### config.mk
export PLATFORM = sky130hd
export DESIGN_NAME = seven_seg_scanner_flat
export DESIGN_NICKNAME = d
export VERILOG_FILES = /design/src/rtl/seven_seg_scanner_pkg.sv /design/src/rtl/seven_seg_scanner_if.sv /design/src/rtl/seven_seg_scanner_slot_timer.sv /design/src/rtl/seven_seg_scanner.sv /design/src/flat_wrapper.sv
export SDC_FILE = /design/constraint.sdc
export NUM_CORES = 1
export LEC_CHECK = 0
export BUFFER_PORTS_ARGS = -buffer_cell sky130_fd_sc_hd__buf_2
export CAP_MARGIN = 20
export CORE_UTILIZATION = 40
export CTS_BUF_LIST = sky130_fd_sc_hd__clkbuf_4 sky130_fd_sc_hd__clkbuf_8
export CTS_CLUSTER_DIAMETER = 200
export DETAILED_ROUTE_END_ITERATION = 8
export PLACE_DENSITY_LB_ADDON = 0.05
export SYNTH_ARGS = -nofsm -noshare
export SYNTH_HDL_FRONTEND = slang
export SYNTH_SLANG_ARGS = --single-unit
### constraint.sdc
create_clock -name clk -period 6.08 [get_ports clk]
set_clock_uncertainty 0.1 [all_clocks]
set_input_delay 0.608 -clock clk [delete_from_list [all_inputs] [get_ports clk]]
set_output_delay 0.608 -clock clk [all_outputs]
set_load 0.02 [all_outputs]
### src/rtl/seven_seg_scanner_pkg.sv
// Shared definitions for the digit scanner and the segment-decode side:
// active-low anode strobes, digit index type and scan phase encoding.
package seven_seg_pkg;

    typedef logic [1:0] digit_idx_t;

    typedef enum logic {
        ST_BLANK = 1'b0,
        ST_DRIVE = 1'b1
    } scan_state_t;

    localparam logic [3:0] ANODE_D0  = 4'b1110;
    localparam logic [3:0] ANODE_D1  = 4'b1101;
    localparam logic [3:0] ANODE_D2  = 4'b1011;
    localparam logic [3:0] ANODE_D3  = 4'b0111;
    localparam logic [3:0] ANODE_OFF = 4'b1111;

    function automatic logic [3:0] anode_for(input digit_idx_t idx);
        logic [3:0] a;
        case (idx)
            2'd0:    a = ANODE_D0;
            2'd1:    a = ANODE_D1;
            2'd2:    a = ANODE_D2;
            default: a = ANODE_D3;
        endcase
        return a;
    endfunction

endpackage

### src/rtl/seven_seg_scanner_if.sv
// Display-side bundle: digit enables in, anode strobes / slot index / frame pulse out.
interface seven_seg_scanner_if;
    import seven_seg_pkg::*;

    logic [3:0] digit_en;
    logic [3:0] anode;
    digit_idx_t digit_sel;
    logic       frame_done;

    modport master (input digit_en, output anode, digit_sel, frame_done);
    modport slave  (output digit_en, input anode, digit_sel, frame_done);

endinterface

### src/rtl/seven_seg_scanner_slot_timer.sv
// Per-slot wrap counter: cnt runs 0..REFRESH_CYCLES-1, with a wrap pulse on the
// last count and a flag on the last blank count.
module slot_timer #(
    parameter int unsigned REFRESH_CYCLES = 100000,
    parameter int unsigned BLANK_CYCLES   = 1000,
    localparam int unsigned CW = (REFRESH_CYCLES > 1) ? $clog2(REFRESH_CYCLES) : 1
) (
    input  logic          clk,
    input  logic          reset,
    output logic [CW-1:0] cnt,
    output logic          wrap,
    output logic          blank_end
);

    localparam logic [CW-1:0] LAST       = CW'(REFRESH_CYCLES - 1);
    localparam logic [CW-1:0] BLANK_LAST = CW'(BLANK_CYCLES - 1);

    assign wrap = (cnt == LAST);
    // With no blank window the flag must never fire (BLANK_LAST would alias all-ones).
    assign blank_end = (BLANK_CYCLES != 0) && (cnt == BLANK_LAST);

    always_ff @(posedge clk) begin
        if (reset) begin
            cnt <= '0;
        end else if (wrap) begin
            cnt <= '0;
        end else begin
            cnt <= cnt + CW'(1);
        end
    end

endmodule

### src/rtl/seven_seg_scanner.sv
// Four-digit multiplexed display scanner: fixed-length slots, an anti-ghosting
// blank at the start of each slot, registered one-cold anode strobes.
module seven_seg_scanner
    import seven_seg_pkg::*;
#(
    parameter int unsigned REFRESH_CYCLES = 100000,
    parameter int unsigned BLANK_CYCLES   = 1000
) (
    input  logic                clk,
    input  logic                reset,
    seven_seg_scanner_if.master bus
);

    localparam int unsigned CW = (REFRESH_CYCLES > 1) ? $clog2(REFRESH_CYCLES) : 1;
    localparam logic [CW-1:0] LAST = CW'(REFRESH_CYCLES - 1);
    // Without a blank window the phase starts (and stays) in DRIVE.
    localparam scan_state_t ST_INIT = (BLANK_CYCLES == 0) ? ST_DRIVE : ST_BLANK;

    logic [CW-1:0] cnt;
    logic          wrap;
    logic          blank_end;
    digit_idx_t    idx;
    logic [3:0]    en_q;
    scan_state_t   state;
    scan_state_t   state_n;
    logic [3:0]    anode_d;
    logic          frame_last;

    slot_timer #(
        .REFRESH_CYCLES (REFRESH_CYCLES),
        .BLANK_CYCLES   (BLANK_CYCLES)
    ) u_timer (
        .clk       (clk),
        .reset     (reset),
        .cnt       (cnt),
        .wrap      (wrap),
        .blank_end (blank_end)
    );

    always_ff @(posedge clk) begin
        if (reset) begin
            idx  <= '0;
            en_q <= '0;
        end else begin
            en_q <= bus.digit_en;
            if (wrap) begin
                idx <= idx + 2'd1;
            end
        end
    end

    always_ff @(posedge clk) begin
        if (reset) begin
            state <= ST_INIT;
        end else begin
            state <= state_n;
        end
    end

    always_comb begin
        state_n = state;
        anode_d = ANODE_OFF;
        case (state)
            ST_BLANK: begin
                if (blank_end) begin
                    state_n = ST_DRIVE;
                end
            end
            ST_DRIVE: begin
                if (en_q[idx]) begin
                    anode_d = anode_for(idx);
                end
                if (wrap && (BLANK_CYCLES != 0)) begin
                    state_n = ST_BLANK;
                end
            end
            default: state_n = ST_INIT;
        endcase
    end

    assign frame_last = (idx == 2'd3) && (cnt == LAST);

    // Outputs show the slot state of the previous cycle; anode is decoded from a
    // single idx so it can never carry two zeros, even as idx advances.
    always_ff @(posedge clk) begin
        if (reset) begin
            bus.anode      <= ANODE_OFF;
            bus.digit_sel  <= '0;
            bus.frame_done <= 1'b0;
        end else begin
            bus.anode      <= anode_d;
            bus.digit_sel  <= idx;
            bus.frame_done <= frame_last;
        end
    end

endmodule

### src/flat_wrapper.sv
// flat-port wrapper written by rule: the top's interface ports become plain ports
module seven_seg_scanner_flat import seven_seg_pkg::*;
#(
    parameter int unsigned REFRESH_CYCLES = 100000,
    parameter int unsigned BLANK_CYCLES   = 1000
)
  (clk, reset, bus_digit_en, bus_anode, bus_digit_sel, bus_frame_done);
  seven_seg_scanner_if bus_i ();
  input  logic clk;
  input  logic reset;
  input wire logic [$bits(bus_i.digit_en)-1:0] bus_digit_en;
  output wire logic [$bits(bus_i.anode)-1:0] bus_anode;
  output wire logic [$bits(bus_i.digit_sel)-1:0] bus_digit_sel;
  output wire logic [$bits(bus_i.frame_done)-1:0] bus_frame_done;
  assign bus_i.digit_en = bus_digit_en;
  assign bus_anode = bus_i.anode;
  assign bus_digit_sel = bus_i.digit_sel;
  assign bus_frame_done = bus_i.frame_done;
  seven_seg_scanner #(.REFRESH_CYCLES(REFRESH_CYCLES), .BLANK_CYCLES(BLANK_CYCLES)) u_core (.clk(clk), .reset(reset), .bus(bus_i));
endmodule
==> results of run 1 <==
[through the flow]
| stage | instances | worst slack, ns | power (mW) |
|---|---|---|---|
| 2_1_floorplan | 137 | 4.04 | 0.223 |
| 3_3_place_gp | 188 | 3.90 | 0.224 |
| 3_5_place_dp | 188 | 3.86 | 0.224 |
| 4_1_cts | 196 | 3.85 | 0.392 |
| 5_1_grt | 196 | 3.70 | 0.403 |
| 6_report | 196 | 3.86 | 0.386 |
[worst register-to-register path, cell delays in order, from the launching register on]
cell and delay, ns:
dfxtp_1 0.36, or4_1 0.55, or4_1 0.65, nand2b_2 0.33
o22ai_1 0.12
[worst max-delay path by stage]
stage                             endpoint  cells past startpoint
global placement              u_core.state                      4
finish                        u_core.state                      4
detailed placement            u_core.state                      4
global route                  u_core.state                      4
CTS                           u_core.state                      4
floorplan           u_core.u_timer.cnt[16]                      7
[cells by family after synthesis]
logic type	share of synthesized area
xor+xnor	0.108
fa+ha+maj	0.0579
buf+inv	0.0512
mux	0.0174
simple gates	0.278
compound gates	0.00869
flops	0.479
[per-layer routing]
metal | part of all wire | vias up
li1 | - | 489
met3 | 0.056 | 5
met5 | 0 | -
met4 | 0.021 | 0
met2 | 0.40 | 25
met1 | 0.52 | 442
[Yosys cell counts, drive strengths merged]
cell / number / area (µm²)
dfxtp: 31 / 621
nand3: 6 / 30.0
nor2b: 4 / 25.0
or4b: 2 / 20.0
o21ai: 1 / 5.00
mux4: 1 / 22.5
nor3b: 2 / 15.0
o22ai: 1 / 6.26
nand2: 10 / 37.5
xor2: 2 / 17.5
or4: 2 / 15.0
nand4b: 1 / 8.76
nand4: 7 / 43.8
nor2: 23 / 86.3
buf: 3 / 36.3
clkbuf: 2 / 7.51
xnor2: 14 / 123
inv: 6 / 22.5
ha: 6 / 75.1
nor3: 4 / 20.0
nor4: 7 / 43.8
nand2b: 2 / 15.0
[state kept, by name, indices dropped and copies added, names as in the netlist]
name,count
u_core.u_timer.cnt,17
u_core.bus.digit_sel,2
u_core.idx,2
u_core.bus.frame_done,1
u_core.state,1
u_core.bus.anode,4
u_core.en_q,4
[where the power goes]
group          total (mW)  leakage (nW)  internal (mW)  switching (mW)
Combinational      0.0104         0.198        0.00492         0.00545
Clock               0.167        0.0482         0.0971          0.0696
Sequential          0.209         0.252          0.206         0.00293
[final cells by class]
| type | count | area [µm²] |
|---|---|---|
| Clock buffer | 6 | 51.3 |
| Tap cell | 44 | 55.1 |
| Multi-Input combinational cell | 95 | 609 |
| Sequential cell | 31 | 621 |
| Inverter | 6 | 22.5 |
| Fill cell | 324 | 1600 |
| Timing Repair Buffer | 12 | 60.1 |
| Clock inverter | 2 | 35.0 |
==> summary.md, run 1 <==
| Metric | Value |
|---|---|
| Chip Width | between 50 and 60 µm |
| Placeable Area | 3050 µm² |
| Most frequent cells in the layout | dfxtp_1 (31), nor2_1 (23), xnor2_1 (14), buf_2 (12), nand2_1 (10) |
| YS warnings | 0 |
| GRT met3 Usage | 0.0681 |
| Die area | roughly 3500 µm² |
| Reg-to-reg critical path endpoint | u_core.state |
| First-pass DRT Iterations | 4 |
| Period utilisation layout | 0.364 |
| Layout Utilization | 0.476 |
| Placed cell area | 1370 µm² |
| DRT antenna net count | 0 |
| Most common cell after layout, fill and taps aside | dfxtp_1 |
| H-tree Lvls | 2 |
| Max Fclk | 451 MHz |
| Clock Path Buffers | 2 |
| M2 GR Usage | 0.231 |
| Initial antenna violation count | 0 |
| CP cell instances | or4_1 > or4_1 > nand2b_2 > o22ai_1 |
| Vias | approximately 960 |
| IO Count | 13 |
| Worst Hold Launch | bus_digit_en[0] |
| Hold WS | approximately 0.38 ns |
| Maxcap violations | 0 |
| Fin nets | around 160 |
| WP buf/inv | 0 |
| FF+latch count, synth | 31 |
| Final setup viols | 0 |
| WL per Instance | about 12 µm |
| Post-detail-place hpwl | 1610 µm |
| Run status | complete, no violations |
| Root Buffer | clkbuf_4 |
| RePlAce Congestion | roughly 0.76 |
| CP top delay family | simple AND/OR/NAND/NOR gates |
| PortBufs | 12 |
| Die Y | a little under 60 µm |
| WHS Path Cells | 2 |
| Worst-path clk slew | around 0.090 ns |
| Grt ovf | 0 |
| Pin count of the biggest net entering global routing | 19 |
| Fin. Hold Viols | 0 |
| Leak Pwr | about 0.5 nW |
| Cts bufs inserted | 5 |
| # rows | 20 |
| R2r startpoint | u_core.u_timer.cnt[11] |
| Synth-to-Final Area Change | 12.2% |
| Pwr Density | ~270 nW/µm² |
| TritonCTS clock tree | yes |
| Worst setup path startpoint | u_core.u_timer.cnt[11] |
| DRC Markers | 0 |
| Worst slew margin | 0.641 |
| Design Area, Final | approximately 1500 µm² |
| Max incr delay on CP | around 0.65 ns |
| Routed WL | about 2300 µm |
| Worst Setup End Kind | flop |
| R2R cell count | 4 |
| Post-Synthesis Cells | between 100 and 150 |
| Most common cell on crit path | or4_1 |
| Worst endpoint required time | just over 6 ns |
| Hold Crit Class | input port to flop |
| RSZ-0062 raised after global routing | no |
| Mapped Area | 1300 µm² |
| Resized cells post-CTS | 0 |
| Tot GR Track Use | 0.164 |
| Hold Buf Count CTS | 0 |
| Met1 Use GR | 0.220 |
| Critical path peak fanout | 18 |
| Post-CTS Setup Bufs | 0 |
| Slew Limit Fails | 0 |
| CTS sink count | 31 |
| Final min period | approximately 2.2 ns |
| Vias/cell | 4.90 |
| Syn avg cell area | ~9.5 µm² |
| Sum Neg Setup Slack | 0 ns |
| Worst-Margin Slew | about 0.54 ns |
| Setup CP Type | flop to flop |
| Cell variety after synth | 26 |
| Layout cells sized above 1 | 0.151 |
| First-pass GRT wire length | 4110 µm |
| Clk_lat worst skew | approximately 0.33 ns |
| Most Crowded Layer GR | met2 |
| Register area share after synthesis | 0.479 |
| CP Data Arrival Time | around 2.3 ns |
| Initial Util | 0.425 |
| Mapped Nets | 149 |
| VDD IR max | ~0.00014 V |
| N_diodes | 0 |
| Worst hold endpoint | u_core.en_q[0] |
| CP startpoint kind | flop |
| Reg2Reg Setup Slack | about 3.9 ns |
| Worst-path cell with the longest stage delay | or4_1 |
| Vias in the first global route | approximately 890 |
| Drt initial violations | 29 |
No activity file was read; power rests on OpenSTA's default activity.
==> inputs of run 2 (changes only) <==
--- a/config.mk
+++ b/config.mk
@@ -5,6 +5,7 @@
 export SDC_FILE = /design/constraint.sdc
 export NUM_CORES = 1
 export LEC_CHECK = 0
+export ABC_AREA = 1
 export BUFFER_PORTS_ARGS = -buffer_cell sky130_fd_sc_hd__buf_2
 export CAP_MARGIN = 20
 export CORE_UTILIZATION = 40
==> constraint.sdc (replaced) <==
create_clock -name clk -period 2.1 [get_ports clk]
set_clock_uncertainty 0.1 [all_clocks]
set_input_delay 0.21 -clock clk [delete_from_list [all_inputs] [get_ports clk]]
set_output_delay 0.21 -clock clk [all_outputs]
set_load 0.02 [all_outputs]
==> summary.md, run 2 <==
| Metric | Value |
|---|---|
| Die Y | about 62 µm |
| CP cell instances | ha_1 > nand3_2 > nor2_4 > nand3_2 > nand2_4 > nor2_1 |
| Sum Neg Setup Slack | 0 ns |
| Post-Synth XOR/XNOR Area | 0.0366 |
| Final min period | 1.52 ns |
| Max Fclk | between 600 and 700 MHz |
| Routed WL | 2740 µm |
| Placeable Area | 3390 µm² |
| Post-synthesis mux area share | 0 |
| Top flop regs | u_core.u_timer.cnt (17), u_core.bus.anode (4), u_core.en_q (4) |
| Dominant cells by area after synthesis | dfxtp_1 (43%), nor2_1 (10%), nand2_1 (9.4%) |
| Most Crowded Layer GR | met1 |
| YS warnings | 0 |
| Most common cell after layout, fill and taps aside | nor2_1 |
| Die area | 3830 µm² |
| Clock network power share | 0.413 |
| Biggest register | u_core.u_timer.cnt |
| Cts bufs inserted | 5 |
| Largest family of logic cells by synthesized area | simple AND/OR/NAND/NOR gates |
| M2 GR Usage | 0.233 |
| Synth Flop Type | dfxtp_1 |
| Mapped Nets | approximately 200 |
| VDD IR max | between 0.0003 and 0.0004 V |
| PortBufs | 12 |
| Synth Area in Adders | 0.0523 |
| Synth-to-Final Area Change | 15.1% |
| Top cell type's share of synthesized area | 0.432 |
| Most frequent cells in the layout | nor2_1 (40), nand2_1 (36), dfxtp_1 (31), inv_1 (24), nand3_1 (14) |
| IO Count | 13 |
| Critical path peak fanout | 16 |
| Post-CTS Setup Bufs | 0 |
| Fin. Hold Viols | 0 |
| Worst slew margin | 0.753 |
| H-tree Lvls | 2 |
| Post-synth EDFFs | 0 |
| Worst-Margin Slew | roughly 0.37 ns |
| Final setup viols | 0 |
| Clk_lat worst skew | 0.33 ns |
| Sequential power share | 0.552 |
| RSZ-0062 raised after global routing | no |
| # rows | 21 |
| Levels on crit path | 6 |
| Post-Synthesis Cells | roughly 190 |
| Cell variety after synth | 24 |
| Max reg flops | 17 |
| Syn avg cell area | about 7.4 µm² |
| Top-count cell post-synth | nor2_1 |
| Setup CP Type | flop to flop |
| Maxcap violations | 0 |
| Worst endpoint required time | 2.22 ns |
| WP buf/inv | 0 |
| Post-detail-place hpwl | 2080 µm |
| Synth area leader | dfxtp_1 |
| FF+latch count, synth | 31 |
| Period utilisation layout | 0.722 |
| Register area share after synthesis | 0.432 |
| Slew Limit Fails | 0 |
| P_sw | roughly 0.22 mW |
| Resized cells post-CTS | 0 |
| Hold WS | 0.0179 ns |
| Hold Crit Class | input port to flop |
| TritonCTS clock tree | yes |
| Int Pwr | roughly 0.87 mW |
| R2R cell count | 6 |
| Initial antenna violation count | 0 |
| Hold Buf Count CTS | 4 |
| Most common cell on crit path | nand3_2 |
| Synth async-reset ratio | 0 |
| Vias/cell | 4.73 |
| Initial Util | 0.423 |
| Layout cells sized above 1 | 0.135 |
| Switching share of power | 0.201 |
| Leak Pwr | approximately 0.65 nW |
| Drt initial violations | between 80 and 90 |
| Fin nets | between 200 and 250 |
| CP Data Arrival Time | around 1.6 ns |
| Post-Synth Simple-Gate Area | 0.357 |
| DRT antenna net count | 0 |
| Synth Area in Compound Gates | 0.0480 |
| Root Buffer | clkbuf_4 |
| Max incr delay on CP | 0.38 ns |
| Mapped Area | around 1400 µm² |
| Vias | 1235 |
| N_diodes | 0 |
| Comb power frac | 0.035 |
| Design Power | around 1.1 mW |
| Vias in the first global route | 984 |
| WHS Path Cells | 2 |
| Pin count of the biggest net entering global routing | 17 |
| Tot GR Track Use | 0.171 |
| Worst-path clk slew | 0.09 ns |
| Chip Width | between 60 and 70 µm |
| Met1 Use GR | 0.240 |
| First-pass GRT wire length | around 4500 µm |
| WL per Instance | about 11 µm |
| DRC Markers | 0 |
| Worst Setup End Kind | flop |
| CP top delay family | simple AND/OR/NAND/NOR gates |
| Grt ovf | 0 |
| CTS sink count | 31 |
| Run status | complete, no violations |
| GRT met3 Usage | 0.0745 |
| CP startpoint kind | flop |
| Worst-path cell with the longest stage delay | dfxtp_1 |
| RePlAce Congestion | 0.924 |
| First-pass DRT Iterations | 4 |
| Pwr Density | roughly 660 nW/µm² |
| Clock Path Buffers | 2 |
| Commonest cells post-synth | nor2_1 (40), nand2_1 (36), dfxtp_1 (31), inv_1 (24), nand3_1 (14) |
## run 2: cell types whose count changed in the layout (fill, tap and decap cells not counted), sizes merged, moves of 3 or more
cell	previous run	this run
nor4	7	0
dlygate4sd3	0	4
a21oi	0	7
xnor2	14	3
o21ai	1	4
inv	6	24
nor2b	4	0
nand3	6	16
nand2	10	39
nor2	23	43
## run 2: stage by stage
step                      setup WS (ns)  std cells   util  area [µm²]
after floorplan                   0.684        194      -        1440
after global placement            0.638        250  0.453        1540
after detailed placement          0.574        250  0.453        1540
after CTS                         0.561        261  0.487        1650
after global routing              0.378        261  0.487        1650
final                             0.584        261  0.487        1650
## run 2: path summary, 6_finish.rpt
path	slack (ns)	endpoint	from
min	0.02	u_core.en_q[3]	reset
min reg2reg	0.37	u_core.bus.anode[3]	u_core.state
max reg2reg	0.58	u_core.u_timer.cnt[2]	u_core.u_timer.cnt[0]
max	0.58	u_core.u_timer.cnt[2]	u_core.u_timer.cnt[0]
## run 2: per-layer routing
metal	vias to the layer above	routed length (µm)
met3	5	162
met1	543	1360
met5	-	0
met4	0	40
met2	24	1180
li1	663	-
## run 2: cell families after synthesis
| group | Yosys count |
|---|---|
| compound gates | 13 |
| xor+xnor | 6 |
| fa+ha+maj | 6 |
| buf+inv | 26 |
| flops | 31 |
| simple gates | 112 |
## run 2: final cells by class
cell class                 instances  area [µm²]
clock buffer                       6        45.0
clock inverter                     1        30.0
fill                             354        1740
inverter                          24        90.1
multi-input combinational        137         708
sequential                        31         621
tap                               46        57.6
timing repair buffer              16         100
## run 2: power groups by stage
stage	clock (mW)	combinational [mW]	sequential, mW
2_1_floorplan	0	0.0251	0.615
3_3_place_gp	0	0.0324	0.616
3_5_place_dp	0	0.0332	0.616
4_1_cts	0.468	0.0389	0.603
5_1_grt	0.498	0.0443	0.604
6_report	0.450	0.0384	0.602
## run 2: worst reg2reg max path, delay by kind of cell, from the launching register on
family	cells	cell delay, ns
adders and majority gates	1	0.22
DFF	1	0.38
and+or+nand+nor	5	0.71
==> inputs of run 3 (changes only) <==
==> constraint.sdc (replaced) <==
create_clock -name clk -period 1.6 [get_ports clk]
set_clock_uncertainty 0.1 [all_clocks]
set_input_delay 0.16 -clock clk [delete_from_list [all_inputs] [get_ports clk]]
set_output_delay 0.16 -clock clk [all_outputs]
set_load 0.02 [all_outputs]
==> summary.md, run 3 (synthesis results as in run 2) <==
| Metric | Value |
|---|---|
| Run status | complete, no violations |
| Int Pwr | around 1.2 mW |
| Maxcap violations | 0 |
| CP startpoint kind | input port |
| Max Fclk | between 600 and 700 MHz |
| Most common cell on crit path | nand3_1 |
| IO Count | 13 |
| Placeable Area | 3390 µm² |
| Root Buffer | clkbuf_4 |
| Sum Neg Setup Slack | 0 ns |
| WL per Instance | approximately 11 µm |
| Chip Width | slightly above 60 µm |
| RSZ-0062 raised after global routing | no |
| Tot GR Track Use | 0.177 |
| DRT antenna net count | 0 |
| Top flop regs | u_core.u_timer.cnt (17), u_core.bus.anode (4), u_core.en_q (4) |
| Worst-path cell with the longest stage delay | dlygate4sd3_1 |
| Max reg flops | 17 |
| Critical path peak fanout | 12 |
| First-pass GRT wire length | approximately 4800 µm |
| Synth-to-Final Area Change | 21.6% |
| Max incr delay on CP | about 0.53 ns |
| Clock network power share | 0.410 |
| Metal2 WL | about 1300 µm |
| RePlAce Congestion | ~0.9 |
| Die Y | just over 60 µm |
| Most frequent cells in the layout | nor2_1 (40), nand2_1 (36), dfxtp_1 (30), inv_1 (23), nand3_1 (14) |
| Biggest register | u_core.u_timer.cnt |
| DR top layer | met4 |
| Met1 WL | around 1500 µm |
| Grt ovf | 0 |
| Worst slew margin | 0.655 |
| Die area | around 3800 µm² |
| Worst endpoint required time | approximately 1.8 ns |
| Final min period | 1.48 ns |
| Vias in the first global route | about 1.1k |
| Fin. Hold Viols | 0 |
| Placed cell count | 252 |
| Fin nets | about 240 |
| WP buf/inv | 3 |
| Routed WL | roughly 3000 µm |
| H-tree Lvls | 2 |
| Non-Filler Instances | 269 |
| Most common cell after layout, fill and taps aside | nor2_1 |
| Leak Pwr | 0.695 nW |
| Clk_lat worst skew | 0.33 ns |
| First-pass DRT Iterations | 4 |
| PortBufs | 12 |
| Vias/cell | about 4.8 |
| Worst-Margin Slew | slightly above 0.5 ns |
| Setup CP Type | input port to flop |
| Switching share of power | 0.204 |
| P_sw | 0.296 mW |
| Sequential power share | 0.545 |
| TritonCTS clock tree | yes |
| CP cell instances | dlygate4sd3_1 > buf_2 > inv_1 > nand3_1 > nor2_1 > nand3_1 > nand2_1 |
| VDD IR max | approximately 0.00043 V |
| CTS sink count | 31 |
| Clock Path Buffers | 2 |
| Hold Crit Class | flop to flop |
| Worst-path clk slew | about 0.090 ns |
| CP Data Arrival Time | around 1.7 ns |
| DRC Markers | 0 |
| Period utilisation layout | 0.928 |
| Layout cells sized above 1 | 0.152 |
| Initial antenna violation count | 0 |
| CP top delay family | buffers and inverters |
| Comb power frac | 0.044 |
| Vias | between 1k and 1.5k |
| Initial Util | 0.423 |
| Final setup viols | 0 |
| Pin count of the biggest net entering global routing | 17 |
| Drt initial violations | between 40 and 50 |
| Pwr Density | between 800 and 900 nW/µm² |
| Slew Limit Fails | 0 |
| Cts bufs inserted | 5 |
| DR WL met3 | between 100 and 150 µm |
| Worst Setup End Kind | flop |
| N_diodes | 0 |
| Post-detail-place hpwl | ~2200 µm |
| # rows | 21 |
## run 3: power by group through the flow
stage          registers, mW  clock network [mW]  logic, mW
2_1_floorplan          0.807                   0     0.0330
3_3_place_gp           0.808                   0     0.0425
3_5_place_dp           0.809                   0     0.0446
4_1_cts                0.791               0.613     0.0615
5_1_grt                0.793               0.660     0.0739
6_report               0.791               0.595     0.0643
## run 3: what timing repair did
item / 4_1_cts / 5_1_grt
gates resized for setup: 0 / 4
setup buffers: 0 / 0
hold buffers: 9 / 0
setup endpoints to repair: 0 / 16
endpoints found under the hold margin: 6 / 0
## run 3: per-stage QoR
stage | hold WS (ns) | util | instance area, µm² | setup WS (ns) | power (mW)
after floorplan | 0.131 | - | 1440 | 0.184 | 0.840
after global placement | 0.258 | 0.458 | 1550 | 0.139 | 0.851
after detailed placement | 0.272 | 0.458 | 1550 | 0.0947 | 0.854
after CTS | 0.378 | 0.506 | 1720 | 0.0671 | 1.47
after global routing | 0.358 | 0.515 | 1750 | 0.0133 | 1.53
final | 0.336 | 0.515 | 1750 | 0.116 | 1.45
## run 3: worst register-to-register path: stages (launching register included)
cell	delay, ns
dfxtp_1	0.36
ha_1	0.21
nand3_2	0.14
nor2_4	0.15
nand3_4	0.15
nand2_4	0.17
nor2_1	0.06
## run 3: per-layer routing
layer | up-vias | GRT usage
met3 | 7 | 0.0621
met5 | - | 0
met1 | 578 | 0.246
li1 | 674 | -
met2 | 27 | 0.249
met4 | 0 | 0.0730
## run 3: final timing paths
check | cells past startpoint | from | to | slack, ns
setup / recovery | 7 | reset | u_core.state | 0.12
hold / removal | 1 | u_core.u_timer.cnt[0] | u_core.u_timer.cnt[0] | 0.34
setup reg to reg | 6 | u_core.u_timer.cnt[1] | u_core.u_timer.cnt[10] | 0.17
hold reg to reg | 1 | u_core.u_timer.cnt[0] | u_core.u_timer.cnt[0] | 0.34
## run 3: layout make-up
class,instances,area [µm²]
Clock buffer,6,45.0
Clock inverter,1,30.0
Fill cell,367,1640
Inverter,24,90.1
Multi-Input combinational cell,138,736
Sequential cell,31,622
Tap cell,46,57.6
Timing Repair Buffer,23,165
